## src/rtl/frac_strobe_generator.sv

```systemverilog
// Multi-channel fractional clock-enable generator.
// Each channel adds its increment into a phase accumulator every cycle it is enabled;
// the carry out of the add becomes a registered one-cycle strobe and toggles a divided
// clock. New increments land in a per-channel shadow and are applied only when the
// channel wraps (or while it is disabled), so a retune never produces a runt period.
// Optional feature: define FSG_PHASE_OUT_EN to expose the raw accumulators on `phase`.
module frac_strobe_generator #(
  parameter int unsigned       NUM_CH      = 2,
  parameter int unsigned       ACC_W       = 16,
  parameter logic [ACC_W-1:0]  DEFAULT_INC = ACC_W'(16'h338F),
  localparam int unsigned      CH_W        = (NUM_CH > 1) ? $clog2(NUM_CH) : 1
) (
  input  logic                    systemClk,
  input  logic                    rstN,
  input  logic [NUM_CH-1:0]       chEn,
  input  logic                    wrValid,
  output logic                    wrReady,
  input  logic [CH_W-1:0]         wrCh,
  input  logic [ACC_W-1:0]        wrInc,
  output logic [NUM_CH-1:0]       stb,
  output logic [NUM_CH-1:0]       clkOut,
  output logic [NUM_CH-1:0]       pending
`ifdef FSG_PHASE_OUT_EN
  ,
  output logic [NUM_CH*ACC_W-1:0] phase
`endif
);

  logic [ACC_W-1:0]  acc_q    [NUM_CH];
  logic [ACC_W-1:0]  acc_d    [NUM_CH];
  logic [ACC_W-1:0]  inc_q    [NUM_CH];
  logic [ACC_W-1:0]  inc_d    [NUM_CH];
  logic [ACC_W-1:0]  shadow_q [NUM_CH];
  logic [ACC_W-1:0]  shadow_d [NUM_CH];
  logic [NUM_CH-1:0] pend_q, pend_d;
  logic [NUM_CH-1:0] stb_q, stb_d;
  logic [NUM_CH-1:0] clk_out_q, clk_out_d;

  logic [NUM_CH-1:0] wr_sel;
  logic              wr_accept;

  // Decode the write target; an out-of-range channel selects nothing, so the write is
  // accepted (ready stays high) and dropped.
  always_comb begin
    wr_sel = '0;
    for (int i = 0; i < NUM_CH; i++) begin
      wr_sel[i] = (wrCh == CH_W'(i));
    end
  end

  // Ready only while the targeted channel has no unapplied shadow value.
  always_comb begin
    wrReady   = ~|(wr_sel & pend_q);
    wr_accept = wrValid & wrReady;
  end

  // Per-channel accumulate, carry detect, shadow apply and shadow load.
  always_comb begin
    logic [ACC_W:0] sum;
    sum       = '0;
    pend_d    = pend_q;
    stb_d     = stb_q;
    clk_out_d = clk_out_q;
    for (int i = 0; i < NUM_CH; i++) begin
      acc_d[i]    = acc_q[i];
      inc_d[i]    = inc_q[i];
      shadow_d[i] = shadow_q[i];
      sum         = {1'b0, acc_q[i]} + {1'b0, inc_q[i]};
      if (chEn[i]) begin
        acc_d[i] = sum[ACC_W-1:0];
        stb_d[i] = sum[ACC_W];
        if (sum[ACC_W]) begin
          clk_out_d[i] = ~clk_out_q[i];
          // Swap increments only on a wrap so the current period completes normally.
          if (pend_q[i]) begin
            inc_d[i]  = shadow_q[i];
            pend_d[i] = 1'b0;
          end
        end
      end else begin
        acc_d[i]     = '0;
        stb_d[i]     = 1'b0;
        clk_out_d[i] = 1'b0;
        // An idle channel has no period to protect, so apply immediately.
        if (pend_q[i]) begin
          inc_d[i]  = shadow_q[i];
          pend_d[i] = 1'b0;
        end
      end
      // Accept implies pend_q was clear, so this never collides with an apply above.
      if (wr_accept && wr_sel[i]) begin
        shadow_d[i] = wrInc;
        pend_d[i]   = 1'b1;
      end
    end
  end

  // State registers with synchronous active-low reset.
  always_ff @(posedge systemClk) begin
    if (!rstN) begin
      for (int i = 0; i < NUM_CH; i++) begin
        acc_q[i]    <= '0;
        inc_q[i]    <= DEFAULT_INC;
        shadow_q[i] <= DEFAULT_INC;
      end
      pend_q    <= '0;
      stb_q     <= '0;
      clk_out_q <= '0;
    end else begin
      for (int i = 0; i < NUM_CH; i++) begin
        acc_q[i]    <= acc_d[i];
        inc_q[i]    <= inc_d[i];
        shadow_q[i] <= shadow_d[i];
      end
      pend_q    <= pend_d;
      stb_q     <= stb_d;
      clk_out_q <= clk_out_d;
    end
  end

  assign stb     = stb_q;
  assign clkOut  = clk_out_q;
  assign pending = pend_q;

`ifdef FSG_PHASE_OUT_EN
  // Raw accumulators, channel 0 in the LSBs.
  always_comb begin
    phase = '0;
    for (int i = 0; i < NUM_CH; i++) begin
      phase[i*ACC_W +: ACC_W] = acc_q[i];
    end
  end
`endif

endmodule
```

## config.mk

```make
export PLATFORM = sky130hd
export DESIGN_NAME = frac_strobe_generator
export DESIGN_NICKNAME = d
export VERILOG_FILES = /design/src/rtl/frac_strobe_generator.sv
export SDC_FILE = /design/constraint.sdc
export NUM_CORES = 1
export LEC_CHECK = 0
export BUFFER_PORTS_ARGS = -buffer_cell sky130_fd_sc_hd__buf_2
export CAP_MARGIN = 10
export CORE_UTILIZATION = 50
export DETAILED_ROUTE_END_ITERATION = 8
export PLACE_DENSITY = 0.68
export SLEW_MARGIN = 5
export SYNTH_ARGS = -nofsm -noshare
export SYNTH_HDL_FRONTEND = slang
export SYNTH_SLANG_ARGS = --single-unit
```

## constraint.sdc

```tcl
create_clock -name systemClk -period 3.9 [get_ports systemClk]
set_input_delay 0.78 -clock systemClk [delete_from_list [all_inputs] [get_ports systemClk]]
set_output_delay 0.78 -clock systemClk [all_outputs]
set_load 0.1 [all_outputs]
```

# Word-level counts from Yosys, hierarchy flattened
# Memory sizes are Yosys's and may differ from the RTL's.
# Index checks and enable logic that the tools add are counted.
[totals]
reg_bits = 6
ramBits = 96
inputBits = 22
output_inout_bits = 7
memories = 3
[classes]
add_sub_neg = 2
n_eq_ne = 2
mux = 24
bitwise_logic = 11
n_reduce_logical = 6
[memory_table]
columns = ["memory", "depth", "width", "read_ports", "rd_ports_with_merged_regs", "wr", "line_no", "source"]
rows = [
  ["acc_q", 2, 16, 2, 0, 2, "29", "logic [ACC_W-1:0] acc_q [NUM_CH];"],
  ["inc_q", 2, 16, 2, 0, 2, "31", "logic [ACC_W-1:0] inc_q [NUM_CH];"],
  ["shadow_q", 2, 16, 2, 0, 2, "33", "logic [ACC_W-1:0] shadow_q [NUM_CH];"],
]
[op_table]
columns = ["op", "count"]
rows = [
  ["16-bit two-way mux", 16],
  ["16-bit by 16-bit adder with 17-bit output", 2],
  ["1-bit two-way mux", 8],
  ["3-bit by 1-bit inequality test with 1-bit output (second input constant)", 2],
  ["1-bit bitwise OR", 6],
  ["2-bit AND reduction", 2],
  ["1-bit inverter", 3],
  ["2-bit bitwise AND", 1],
  ["1-bit logical AND", 2],
  ["2-bit OR reduction", 1],
  ["1-bit bitwise AND", 1],
  ["1-bit logical NOT", 1],
]

# Depth between registers and ports, before layout
[depth]
word_depth = 8
mapped_depth = 10
mapped_depth_nobuf = 8

# Least setup slack after synthesis
# No wires, ideal clock.
[synth_path]
path_kind = "reg-to-output"
start = "reg pend_q[1], in the netlist pending[1]"
end = "out wrReady"
t_arrival_ns = 2.396
required_time_ns = 3.120
path_slack_ns = 0.724
stages_incl_launch_ff = 2
n_path_buf = 0
path_cell_list = "dfxtp_1 -> mux2i_1"
[synth_between]
elab_chain_len = 3
[synth_rtl]
columns = ["item", "line_no", "source"]
rows = [
  ["start, declared", "35", "logic [NUM_CH-1:0] pend_q, pend_d;"],
  ["start signal, assigned", "115", "pend_q <= pend_d;"],
  ["2-bit bitwise AND", "53", "wrReady = ~|(wr_sel & pend_q);"],
  ["2-bit OR reduction", "53", ""],
  ["1-bit logical NOT", "53", ""],
  ["end, declared", "17", "output logic wrReady,"],
]
# No other way between the ends.

==> out/results.ini <==
[timing]
fin_setup_tns_ns = 0
period_needed_ns = 2.80
tightestPinTransition_ns = 1.09
relSlewSlack_pct = 27.2
fin_skew_ns = 0.0133
slew_viol_final = 0
hold_violations = 0
hold-worst-slack_ns = 0.459
fmax_ghz = 0.357
period_share_pct = 71.9
setup_viol = 0
rsz0062_at_grt = no

[clock_network]
root_buffer = clkbuf_8
clk_pin_slew_ns = 0.10
cts_hold_buffers = 0
cts_buffers = 9
clock_sinks = 102
post_cts_resized = 0
h-tree-depth = 3
worstSkewPairLatency_ns = 0.37
post_cts_buffers = 0
cts_max_path_buffers = 2
cts_tree = built

[synthesis]
syn_area_sq_um = 5010
synth.avg_cell_area_sq_um = 8.72
synth_cells = 575
yosysUniqueCellTypes = 46
ys.flop_type = dfxtp_1
synth_edf_count = 0
ys_seq_area_share_pct = 40.7
syn_nets = 631
synth_warnings = 0
synth_seq_cells = 102
synthArstFlopShare_pct = 0

[grt]
grt_start_max_net_pins = 65
antenna_found_initial = 0
grt_overflow_total = 0
grt_first_pass_wirelength_um = 16300
grt_pass1_vias = 3619
track_usage_pct = 20.1

[detailed_routing]
drt_wl_total_um = 9710
route.detailed.drc = 0
drt_iter0_drc = 148
via_per_inst = 5.40
avgRoutedWirePerCell_um = 13.3
ant_nets = 0
first_pass_iters = 5
vias = 3931

[power_and_ir_drop]
leakagePower_nw = 2.15
total_power_mw = 2.02
power_density_nw_per_um2 = 375
ir_drop_mv = 0.239

[floorplan]
dieArea_sq_um = 10400
fp-row-count = 36
start_util_pct = 51.5
die_y_um = 102
dieWidth_um = 102
coreArea_sq_um = 9730
io_pins = 29

[hold_path]
hp-class = register to register
hold_depth = 2

[layout]
multiInputGateArea_sq_um = 2830
area_growth_pct = 7.46
final_nets = 646
fill_cells = 947
layout-drive-gt1-share_pct = 9.75
regArea_sq_um = 2040
diodes = 0

[critical_path]
critical_path_required_ns = 4.20
worstPathArrival_ns = 3.10
crit_chain = ha_1, fa_1, a211oi_2, o21ai_2, o2111ai_2, a211oi_1, o31a_1, mux2i_1
cpPeakStageDelay_ns = 0.81
cp-start-kind = register
end_kind = register
path_max_fanout = 16
slowest_stage = o31a_1
reg2reg_depth = 8
crit_type = register to register

[job]
maxCapViolCount = 0

[placed_design]
io_buffers = 28
place.gp.congestion = 0.842
dp_hpwl_um = 7070

[outcome]
status = finished clean

cells in the mapped netlist, drive strengths merged, types with 6 or more instances:
master	instances	area [sq um]
nand2	114	430
dfxtp	102	2040
nor2	44	165
nor2b	36	225
mux2i	35	350
ha	32	400
a21oi	24	120
nand3	24	120
clkbuf	23	86.3
o21ai	22	118
xnor2	16	140
a21boi	15	113
a21o	11	82.6
a211oi	10	85.1
and3	7	43.8
o21a	7	52.6
nor3	6	30.0
layout by cell type (no fill, tap or decap), types with 8 or more instances in the layout:
cell      netlist  layout
buf_2           0      28
mux2i_1        35      35
a211oi_1        8       8
nand3_1        24      24
a21oi_1        24      24
clkbuf_8        0      10
nor2_1         44      44
xnor2_1        16      16
nor2b_1        36      36
ha_1           32      32
o21ai_0        19      19
nand2_1       113     113
dfxtp_1       102     102
a21o_1         11      11
a21boi_0       15      15
final timing paths:
kind                                                   start                        end  slack [ns]
worst max-delay path                inc_q[0][0]$_SDFFE_PN1P_   inc_q[0][0]$_SDFFE_PN1P_        1.10
worst min-delay path            shadow_q[0][10]$_SDFFE_PN0P_  inc_q[0][10]$_SDFFE_PN0P_        0.46
worst max register to register      inc_q[0][0]$_SDFFE_PN1P_   inc_q[0][0]$_SDFFE_PN1P_        1.10
worst min register to register  shadow_q[0][10]$_SDFFE_PN0P_  inc_q[0][10]$_SDFFE_PN0P_        0.46
cell families (layout without fill, tap and decap cells):
family | count (synthesis) | after routing | synth area share, %
multiplexers | 35 | 35 | 6.99
AO/OA/AOI/OAI | 110 | 110 | 15.2
buffers and inverters | 31 | 51 | 2.87
flip-flops | 102 | 102 | 40.7
AND/OR/NAND/NOR | 242 | 242 | 21.8
XOR/XNOR | 21 | 21 | 3.67
adder cells (fa/ha/maj) | 34 | 34 | 8.78
per-stage QoR:
step / utilization (%) / cells / setup slack (ns) / area (sq um)
finish: 55.4 / 728 / 1.10 / 5390
global route: 55.4 / 728 / 0.789 / 5390
CTS: 55.4 / 728 / 1.07 / 5390
detailed placement: 53.6 / 712 / 1.13 / 5210
global placement: 53.6 / 712 / 1.24 / 5210
floorplan: - / 575 / 0.724 / 5010
worst max-delay path, delay by kind of cell (launching register included):
family | cells | cell delay (ns)
fa+ha+maj | 2 | 0.48
compound gates | 5 | 1.63
mux | 1 | 0.26
flops | 1 | 0.35
registers in the layout, summed over array words and instances (netlist names):
name / flops
inc_q: 32
shadow_q: 32
clkOut: 2
stb: 2
acc_q: 32
pending: 2
routing by layer:
metal	part of all wire [%]	routed length, um	vias to the layer above	track usage (%)
met4	1.9	182	0	8.90
met5	0	0	-	0
met1	52	5050	1845	28.6
met2	42	4120	64	30.4
li1	-	-	2010	-
met3	3.7	358	12	2.74
cell type report:
cell class,count,share of cell area (%)
clock buffers,12,2.69
clock inverters,4,0.604
inverters,5,0.348
multi-input cells,442,52.5
flip-flops and latches,102,37.9
well taps,133,3.09
repair buffers,30,2.88
where the power goes:
group          internal [mW]  leakage (nW)  switching (mW)
Clock                  0.252        0.0828           0.362
Combinational          0.122          1.24           0.177
Sequential              1.09         0.833          0.0204
(Power assumes the default switching activity.)
